[src/rtl/division_secuencial_if.sv]
// Start/done handshake bundle between the ALU sequencer and the sequential divider.
interface division_secuencial_if #(
    parameter int M = 4
);
    logic         start;
    logic [M-1:0] input1;
    logic [M-1:0] input2;
    logic [M-1:0] quotient;
    logic [M-1:0] remainder;
    logic         busy;
    logic         done;
    logic         DivZero;

    modport master (
        output start, input1, input2,
        input  quotient, remainder, busy, done, DivZero
    );

    modport slave (
        input  start, input1, input2,
        output quotient, remainder, busy, done, DivZero
    );
endinterface

[src/rtl/division_secuencial.sv]
// Restoring shift-subtract unsigned divider: one quotient bit per clock, M iterations per operation.
module division_secuencial #(
    parameter int M = 4
) (
    input  logic                 clk,
    input  logic                 rst_n,
    division_secuencial_if.slave bus
);
    localparam int CW = $clog2(M + 1);

    typedef enum logic {IDLE, CALC} state_t;

    state_t         state, state_n;
    logic [CW-1:0]  cnt, cnt_n;
    logic [M-1:0]   dvd, dvd_n;    // dividend shifts out the top, quotient bits enter the bottom
    logic [M-1:0]   prem, prem_n;  // partial remainder, always < divisor between iterations
    logic [M-1:0]   dvs, dvs_n;
    logic [M-1:0]   quo_r, quo_n;
    logic [M-1:0]   rem_r, rem_n;
    logic           done_r, done_n;
    logic           dz_r, dz_n;

    logic [M:0]     shifted;
    logic [M:0]     trial;
    logic           ge;
    logic [M-1:0]   prem_step;
    logic [M-1:0]   dvd_step;

    // shifted < 2*divisor, so the M+1-bit trial cannot wrap; its top bit is the sign.
    assign shifted   = {prem, dvd[M-1]};
    assign trial     = shifted - {1'b0, dvs};
    assign ge        = ~trial[M];
    assign prem_step = ge ? trial[M-1:0] : shifted[M-1:0];
    assign dvd_step  = {dvd[M-2:0], ge};

    // NOTE: every variable gets a default first so no path leaves it unassigned (no latch).
    always_comb begin
        state_n = state;
        cnt_n   = cnt;
        dvd_n   = dvd;
        prem_n  = prem;
        dvs_n   = dvs;
        quo_n   = quo_r;
        rem_n   = rem_r;
        dz_n    = dz_r;
        done_n  = 1'b0;

        unique case (state)
            IDLE: begin
                if (bus.start) begin
                    if (bus.input2 == '0) begin
                        quo_n  = '1;
                        rem_n  = bus.input1;
                        dz_n   = 1'b1;
                        done_n = 1'b1;
                    end else begin
                        dvd_n   = bus.input1;
                        prem_n  = '0;
                        dvs_n   = bus.input2;
                        cnt_n   = CW'(M);
                        state_n = CALC;
                    end
                end
            end
            CALC: begin
                dvd_n  = dvd_step;
                prem_n = prem_step;
                cnt_n  = cnt - CW'(1);
                if (cnt == CW'(1)) begin
                    quo_n   = dvd_step;
                    rem_n   = prem_step;
                    dz_n    = 1'b0;
                    done_n  = 1'b1;
                    state_n = IDLE;
                end
            end
            default: state_n = IDLE;
        endcase
    end

    // NOTE: sequential state uses non-blocking assignments so all registers update together.
    always_ff @(posedge clk or negedge rst_n) begin
        if (!rst_n) begin
            state  <= IDLE;
            cnt    <= '0;
            dvd    <= '0;
            prem   <= '0;
            dvs    <= '0;
            quo_r  <= '0;
            rem_r  <= '0;
            done_r <= 1'b0;
            dz_r   <= 1'b0;
        end else begin
            state  <= state_n;
            cnt    <= cnt_n;
            dvd    <= dvd_n;
            prem   <= prem_n;
            dvs    <= dvs_n;
            quo_r  <= quo_n;
            rem_r  <= rem_n;
            done_r <= done_n;
            dz_r   <= dz_n;
        end
    end

    assign bus.quotient  = quo_r;
    assign bus.remainder = rem_r;
    assign bus.busy      = (state == CALC);
    assign bus.done      = done_r;
    assign bus.DivZero   = dz_r;
endmodule

[src/flat_wrapper.sv]
// flat-port wrapper written by rule: the top's interface ports become plain ports
module division_secuencial_flat 
#(
    parameter int M = 4
)
  (clk, rst_n, bus_start, bus_input1, bus_input2, bus_quotient, bus_remainder, bus_busy, bus_done, bus_DivZero);
  division_secuencial_if #(.M(M)) bus_i ();
  input  logic clk;
  input  logic rst_n;
  input wire logic [$bits(bus_i.start)-1:0] bus_start;
  input wire logic [$bits(bus_i.input1)-1:0] bus_input1;
  input wire logic [$bits(bus_i.input2)-1:0] bus_input2;
  output wire logic [$bits(bus_i.quotient)-1:0] bus_quotient;
  output wire logic [$bits(bus_i.remainder)-1:0] bus_remainder;
  output wire logic [$bits(bus_i.busy)-1:0] bus_busy;
  output wire logic [$bits(bus_i.done)-1:0] bus_done;
  output wire logic [$bits(bus_i.DivZero)-1:0] bus_DivZero;
  assign bus_i.start = bus_start;
  assign bus_i.input1 = bus_input1;
  assign bus_i.input2 = bus_input2;
  assign bus_quotient = bus_i.quotient;
  assign bus_remainder = bus_i.remainder;
  assign bus_busy = bus_i.busy;
  assign bus_done = bus_i.done;
  assign bus_DivZero = bus_i.DivZero;
  division_secuencial #(.M(M)) u_core (.clk(clk), .rst_n(rst_n), .bus(bus_i));
endmodule
[config.mk]
export PLATFORM = sky130hd
export DESIGN_NAME = division_secuencial_flat
export DESIGN_NICKNAME = d
export VERILOG_FILES = /design/src/rtl/division_secuencial_if.sv /design/src/rtl/division_secuencial.sv /design/src/flat_wrapper.sv
export SDC_FILE = /design/constraint.sdc
export NUM_CORES = 1
export LEC_CHECK = 0
export ABC_AREA = 1
export CAP_MARGIN = 20
export CORE_ASPECT_RATIO = 0.7
export CORE_MARGIN = 5
export CORE_UTILIZATION = 66
export CTS_CLUSTER_DIAMETER = 150
export CTS_CLUSTER_SIZE = 14
export DETAILED_ROUTE_END_ITERATION = 8
export DONT_BUFFER_PORTS = 1
export PLACE_DENSITY_LB_ADDON = 0.15
export SKIP_CTS_REPAIR_TIMING = 1
export SYNTH_ARGS = -nofsm -noshare
export SYNTH_HDL_FRONTEND = slang
export SYNTH_SLANG_ARGS = --single-unit
[constraint.sdc]
create_clock -name clk -period 4.1 [get_ports clk]
set_clock_uncertainty 0.1 [all_clocks]
set_input_delay 0.41 -clock clk [delete_from_list [all_inputs] [get_ports clk]]
set_output_delay 0.41 -clock clk [all_outputs]
set_load 0.02 [all_outputs]
==> reports/metrics.cfg, run 1 <==
[outcome]
status=complete, no violations

[cts]
cts.clk_slew.worst_paths_ps=130
cts_num_sinks=26
cts_tree=built
cts_made_buffers=3
cts_buffer_depth=2
clock_latency_ps=330
cts_max_level=1
cts_root_buffer=sky130_fd_sc_hd__clkbuf_4

[setup_path]
timing.critical_path.from_type=flop
cp_max_fo=6
worst_path_dominant_cell_family=simple AND/OR/NAND/NOR gates
worstPathBufferInverterCount=3
worstPathArrival_ps=2260
worst_setup_path_end_kind=flop
cp_common_cell=sky130_fd_sc_hd__nand2_1
max_stage_delay_ps=420
critical_path_class=flop to flop
critical_path.cell_chain=inv_1, ha_1, fa_1, inv_1, nand2_1, nand2_1, nand3_1, nand2_1, nand3_1, nand3_1, nand2_1, inv_1
critical_path.slowest_cell=sky130_fd_sc_hd__fa_1
cp_data_required_time_ps=4280

[placed_design]
gpl.final_weighted_congestion=0.825
dp_cells=183
place_area_um2=1400
post-place-ws_ps=2070
port_buffers=0
dp_hpwl_um=2140

[final_layout]
num_antenna_cells=0
post_route_cells_drive_above_1_share_pct=9.09
mostFrequentLayoutCells=28 x sky130_fd_sc_hd__inv_1, 27 x sky130_fd_sc_hd__nand2_1, 26 x sky130_fd_sc_hd__dfrtp_1
design.final.nets=184
layout.cells.most_common=sky130_fd_sc_hd__inv_1
final_cell_area_um2=1470
flow.area_growth_from_synthesis_pct=3.25
finalNonFillerCells=189
fin_util_pct=69.9

[run]
drv.max_cap_violation_count=0

[power_and_ir_drop]
power_density_of_the_placed_cells_nw_per_um2=902
design_power_total_mw=1.33
power_switching_share_pct=48.2
worst_ir_drop_vdd_mv=0.466
portion_of_total_power_attributed_to_combinational_logic_pct=49.1
cellLeakagePower_nw=0.752
power_frac_seq_pct=41.1
power.share.clock_pct=9.8
power_switching_mw=0.639
power.internal_mw=0.686

[sta]
final.hold.worst_slack_ps=100
final-hold-violation-count=0
grt_setup_unrepaired=no
slew_viol_final=0
worstMarginPinSlew_ps=887
fin_setup_tns_ps=0
max_clock_freq_mhz=480
report.final.setup_viol=0
setup_ws_ps=2020
max_slew_margin_pct=40.8
final.min_clock_period_ps=2080
timing.final.crit_share_pct=50.8

[floorplan]
die_w_um=65.5
initial_core_util_pct=67.7
fp.dieArea_um2=3200
design.portCount=22
num_rows=14
core_area_um2=2100
die_extent_in_y_um=48.8

[routing]
drtAntennaViolNets=0
finalWirelength_um=2790
drt-pass1-iter-count=4
dr_total_vias=1120
drt-wirelength-per-cell_um=14.8
post-route-drc-count=0
drt_first_iter_violations=48
avgViaCountPerCell=5.93

[global_route]
grt_pass1_vias=1068
grt_remaining_overflow=0
grt_antenna_before_repair=0
wire_length_of_the_first_global_routing_pass_um=4830
grt_start_max_net_pins=27
grt_use_total_pct=19.8

[synth]
syn-cell-area_um2=1420
ys.warnings.count=0
synth_seq_area_share_pct=45.7
synthesis.area_per_instance_um2=8.67
postSynthRegisterBits=26
synth_cells=164
synth-edff-count=0
postSynthNetCount=182
dominantRegCellSynth=sky130_fd_sc_hd__dfrtp_1
synth.lib_cells_used.distinct=26
synth_async_sr_flop_share_pct=100

[hold_path]
worst_hold_path_type=input pin to flop

==> power groups by stage <==
stage / registers, mW / clock network, mW / logic [mW]
2_1_floorplan: 0.504 / 0 / 0.571
3_3_place_gp: 0.547 / 0 / 0.609
3_5_place_dp: 0.552 / 0 / 0.631
4_1_cts: 0.546 / 0.131 / 0.635
5_1_grt: 0.565 / 0.146 / 0.751
6_report: 0.545 / 0.130 / 0.650
==> area by class of cell <==
class,instances,area [µm²]
flip-flops and latches,26,651
fillers,172,633
multi-input cells,104,613
inverters,29,109
clock buffers,4,36.3
repair buffers,2,30.0
well taps,24,30.0
==> cells by family after synthesis <==
logic type | Yosys count | share of synthesized area (%)
flip-flops | 26 | 45.7
AND/OR/NAND/NOR | 69 | 24.5
XOR/XNOR | 1 | 0.616
adder cells (fa/ha/maj) | 7 | 6.68
buffers and inverters | 34 | 11.2
AO/OA/AOI/OAI | 27 | 11.3
==> path summary, 6_finish.rpt <==
kind / startpoint / end / slack (ps) / depth (start not counted)
worst max-delay path: u_core.dvd[3]$_DFFE_PN0P_ / u_core.bus.remainder[0]$_DFFE_PN0P_ / 2020 / 12
worst min-delay path: bus_input2[3] / u_core.dvs[3]$_DFFE_PN0P_ / 100 / 2
worst max register to register: u_core.dvd[3]$_DFFE_PN0P_ / u_core.bus.remainder[0]$_DFFE_PN0P_ / 2020 / 12
worst min register to register: u_core.cnt[2]$_DFFE_PN0P_ / u_core.cnt[2]$_DFFE_PN0P_ / 430 / 1
max in group asynchronous: rst_n / u_core.prem[0]$_DFFE_PN0P_ / 3360 / 2
min in group asynchronous: rst_n / u_core.prem[3]$_DFFE_PN0P_ / 400 / 2
==> state kept, by name (all words and copies together) (netlist names) <==
name	flops
u_core.dvs	4
u_core.bus.done	1
u_core.dvd	4
u_core.bus.remainder	4
u_core.bus.quotient	4
u_core.prem	4
u_core.cnt	3
u_core.bus.busy	1
u_core.bus.DivZero	1
==> routing by layer <==
| metal | track usage, % | part of all wire, % | up-vias |
|---|---|---|---|
| met2 | 29.9 | 44 | 48 |
| li1 | - | - | 536 |
| met4 | 7.59 | 1.8 | 0 |
| met3 | 6.68 | 8.7 | 8 |
| met5 | 0 | 0 | - |
| met1 | 26.2 | 45 | 528 |
==> cells in the mapped netlist (all sizes together) (2+ instances only) <==
cell type | instances | area [µm²]
ha | 6 | 75.1
a31oi | 3 | 18.8
o211ai | 2 | 15.0
o21ai | 10 | 50.0
buf | 5 | 50.0
dfrtp | 26 | 651
nand2 | 30 | 120
a21boi | 3 | 22.5
nand3 | 25 | 130
a21oi | 6 | 30.0
inv | 29 | 109
or2 | 4 | 25.0
nor2 | 9 | 52.6
o221ai | 2 | 17.5
Note: power is estimated with default switching activity, not from simulation.
==> run 2, diff against run 1 <==
CORE_UTILIZATION = 55   (was 66)
clock period = 1.8 ns   (was 4.1 ns; I/O delays follow)
==> run 2 against run 1 <==
Net effect:
- the run now ends with negative setup slack left
- sequential power is 120% higher
- worst hold slack got worse by 58 ps
- critical endpoint is now u_core.bus.remainder[1]$_DFFE_PN0P_
- sequential share of layout area shrank 7.1 points
- combinational power grew to 3.4 times the previous value
- power rose to 2.8 times the previous value
- critical path depth down 2
- via count rose by 7.4%
- die area rose by 16%
- global-route usage decreased by 3.1 points
- setup slack worse by 2100 ps
- final area grew 19%
- first-iteration DRC count grew 100%
==> reports/metrics.cfg, run 2 (same netlist as run 1, synthesis figures left out) <==
[sta]
timing.final.crit_share_pct=103
grt_setup_unrepaired=yes
final.hold.worst_slack_ps=42.1
slew_viol_final=0
max_slew_margin_pct=71.8
final-hold-violation-count=0
max_clock_freq_mhz=538
fin_setup_tns_ps=-239
setup_ws_ps=-57.4
report.final.setup_viol=7
worstMarginPinSlew_ps=422
final.min_clock_period_ps=1860

[placed_design]
port_buffers=0
post-place-ws_ps=-77.4
gpl.final_weighted_congestion=0.825
dp_cells=201
dp_hpwl_um=2200

[final_layout]
fillers=187
mostFrequentLayoutCells=26 x sky130_fd_sc_hd__inv_1, 26 x sky130_fd_sc_hd__dfrtp_1, 23 x sky130_fd_sc_hd__nand2_1
num_antenna_cells=0
flow.area_growth_from_synthesis_pct=23.0
finalNonFillerCells=211
post_route_cells_drive_above_1_share_pct=27.1
design.final.nets=197

[routing]
drt_first_iter_violations=97
avgViaCountPerCell=5.70
post-route-drc-count=0
drt-pass1-iter-count=4
finalWirelength_um=3230
drt-wirelength-per-cell_um=15.3
drtAntennaViolNets=0
dr_total_vias=1203

[setup_path]
cp_data_required_time_ps=1870
worstReg2RegStart=u_core.dvs[0]$_DFFE_PN0P_
worst_reg2reg_path_endpoint=u_core.bus.remainder[1]$_DFFE_PN0P_
cp_max_fo=5
timing.critical_path.from_type=flop
worst_setup_path_end_kind=flop
worstPathBufferInverterCount=2
critical_path.slowest_cell=sky130_fd_sc_hd__dfrtp_1
worst_path_dominant_cell_family=adder cells
cp_common_cell=sky130_fd_sc_hd__nand3_2
critical_path_class=flop to flop
worstPathArrival_ps=1930
regToRegSetupSlack_ps=-60
critical_path.cell_chain=ha_4, fa_2, inv_2, nand3_2, nand3_2, nand2_4, nand3_4, nand3_2, nand2_1, inv_1
max_stage_delay_ps=410
reg2regPathDepth=10

[floorplan]
initial_core_util_pct=57.4
num_rows=15
core_area_um2=2480
die_w_um=70.8
design.portCount=22
die_extent_in_y_um=52.6
fp.dieArea_um2=3720

[power_and_ir_drop]
cellLeakagePower_nw=0.835
power_density_of_the_placed_cells_nw_per_um2=2130
worst_ir_drop_vdd_mv=1.16
design_power_total_mw=3.72

[cts]
cts_max_level=1
clock_latency_ps=260
cts_buffer_depth=2
cts_tree=built
cts_num_sinks=26
cts.clk_slew.worst_paths_ps=80
cts_root_buffer=sky130_fd_sc_hd__clkbuf_8
cts_made_buffers=3

[global_route]
grt_remaining_overflow=0
grt_pass1_vias=1084
grt_antenna_before_repair=0
grt_use_total_pct=16.7
wire_length_of_the_first_global_routing_pass_um=4840
grt_start_max_net_pins=27

[outcome]
status=complete, but fails checks
failed_checks=negative setup slack

[hold_path]
holdCritStartpoint=bus_start
min_delay_worst_endpoint=u_core.bus.busy$_DFF_PN0_
timing.hold.worst_path_depth=2
worst_hold_path_type=input pin to flop

[run]
drv.max_cap_violation_count=0

run 2: cell types whose count changed in the layout (fill, tap and decap cells not counted), sizes merged:
cell / before / now
buf: 1 / 9
dlygate4sd3: 1 / 6
clkbuf: 4 / 3
run 2: worst max path at each step:
stage	start	end	slack, ps	depth (start not counted)
3_5_place_dp	u_core.dvs[0]$_DFFE_PN0P_	u_core.bus.remainder[1]$_DFFE_PN0P_	-80	11
6_report	u_core.dvs[0]$_DFFE_PN0P_	u_core.bus.remainder[1]$_DFFE_PN0P_	-60	10
4_1_cts	u_core.dvs[0]$_DFFE_PN0P_	u_core.bus.remainder[1]$_DFFE_PN0P_	-100	11
3_3_place_gp	u_core.dvs[0]$_DFFE_PN0P_	u_core.bus.remainder[1]$_DFFE_PN0P_	-20	10
2_1_floorplan	u_core.dvs[0]$_DFFE_PN0P_	u_core.bus.remainder[3]$_DFFE_PN0P_	30	10
5_1_grt	u_core.dvs[0]$_DFFE_PN0P_	u_core.bus.remainder[1]$_DFFE_PN0P_	-170	10
run 2: worst reg2reg max path, stage by stage, from the launching register on:
cell,delay [ps]
sky130_fd_sc_hd__dfrtp_1,410
sky130_fd_sc_hd__ha_4,180
sky130_fd_sc_hd__fa_2,390
sky130_fd_sc_hd__inv_2,80
sky130_fd_sc_hd__nand3_2,100
sky130_fd_sc_hd__nand3_2,120
sky130_fd_sc_hd__nand2_4,110
sky130_fd_sc_hd__nand3_4,90
sky130_fd_sc_hd__nand3_2,90
sky130_fd_sc_hd__nand2_1,60
sky130_fd_sc_hd__inv_1,30
run 2: report_power, final:
part | internal (mW) | switching, mW
Combinational | 0.880 | 1.30
Clock | 0.150 | 0.165
Sequential | 0.877 | 0.346
Total | 1.91 | 1.81
run 2: metal layers:
layer	part of all wire [%]	vias to the layer above	track usage, %	routed length [µm]
li1	-	567	-	-
met1	45	583	20.2	1450
met2	47	41	28.0	1510
met3	6.4	12	7.28	206
met4	2.0	0	3.44	65
met5	0	-	0	0
run 2: area by class of cell:
class | instances | area, µm² | area share, %
clock buffer | 3 | 41.3 | 2.36
inverter | 29 | 109 | 6.22
multi-input combinational | 104 | 762 | 43.6
sequential | 26 | 651 | 37.2
tap | 34 | 42.5 | 2.43
timing repair buffer | 15 | 144 | 8.23
run 2: metrics by stage:
stage	instance area, µm²	util, %
after detailed placement	1480	59.5
after CTS	1520	61.2
final	1750	70.6
after global placement	1480	59.5
after floorplan	1420	-
after global routing	1750	70.6
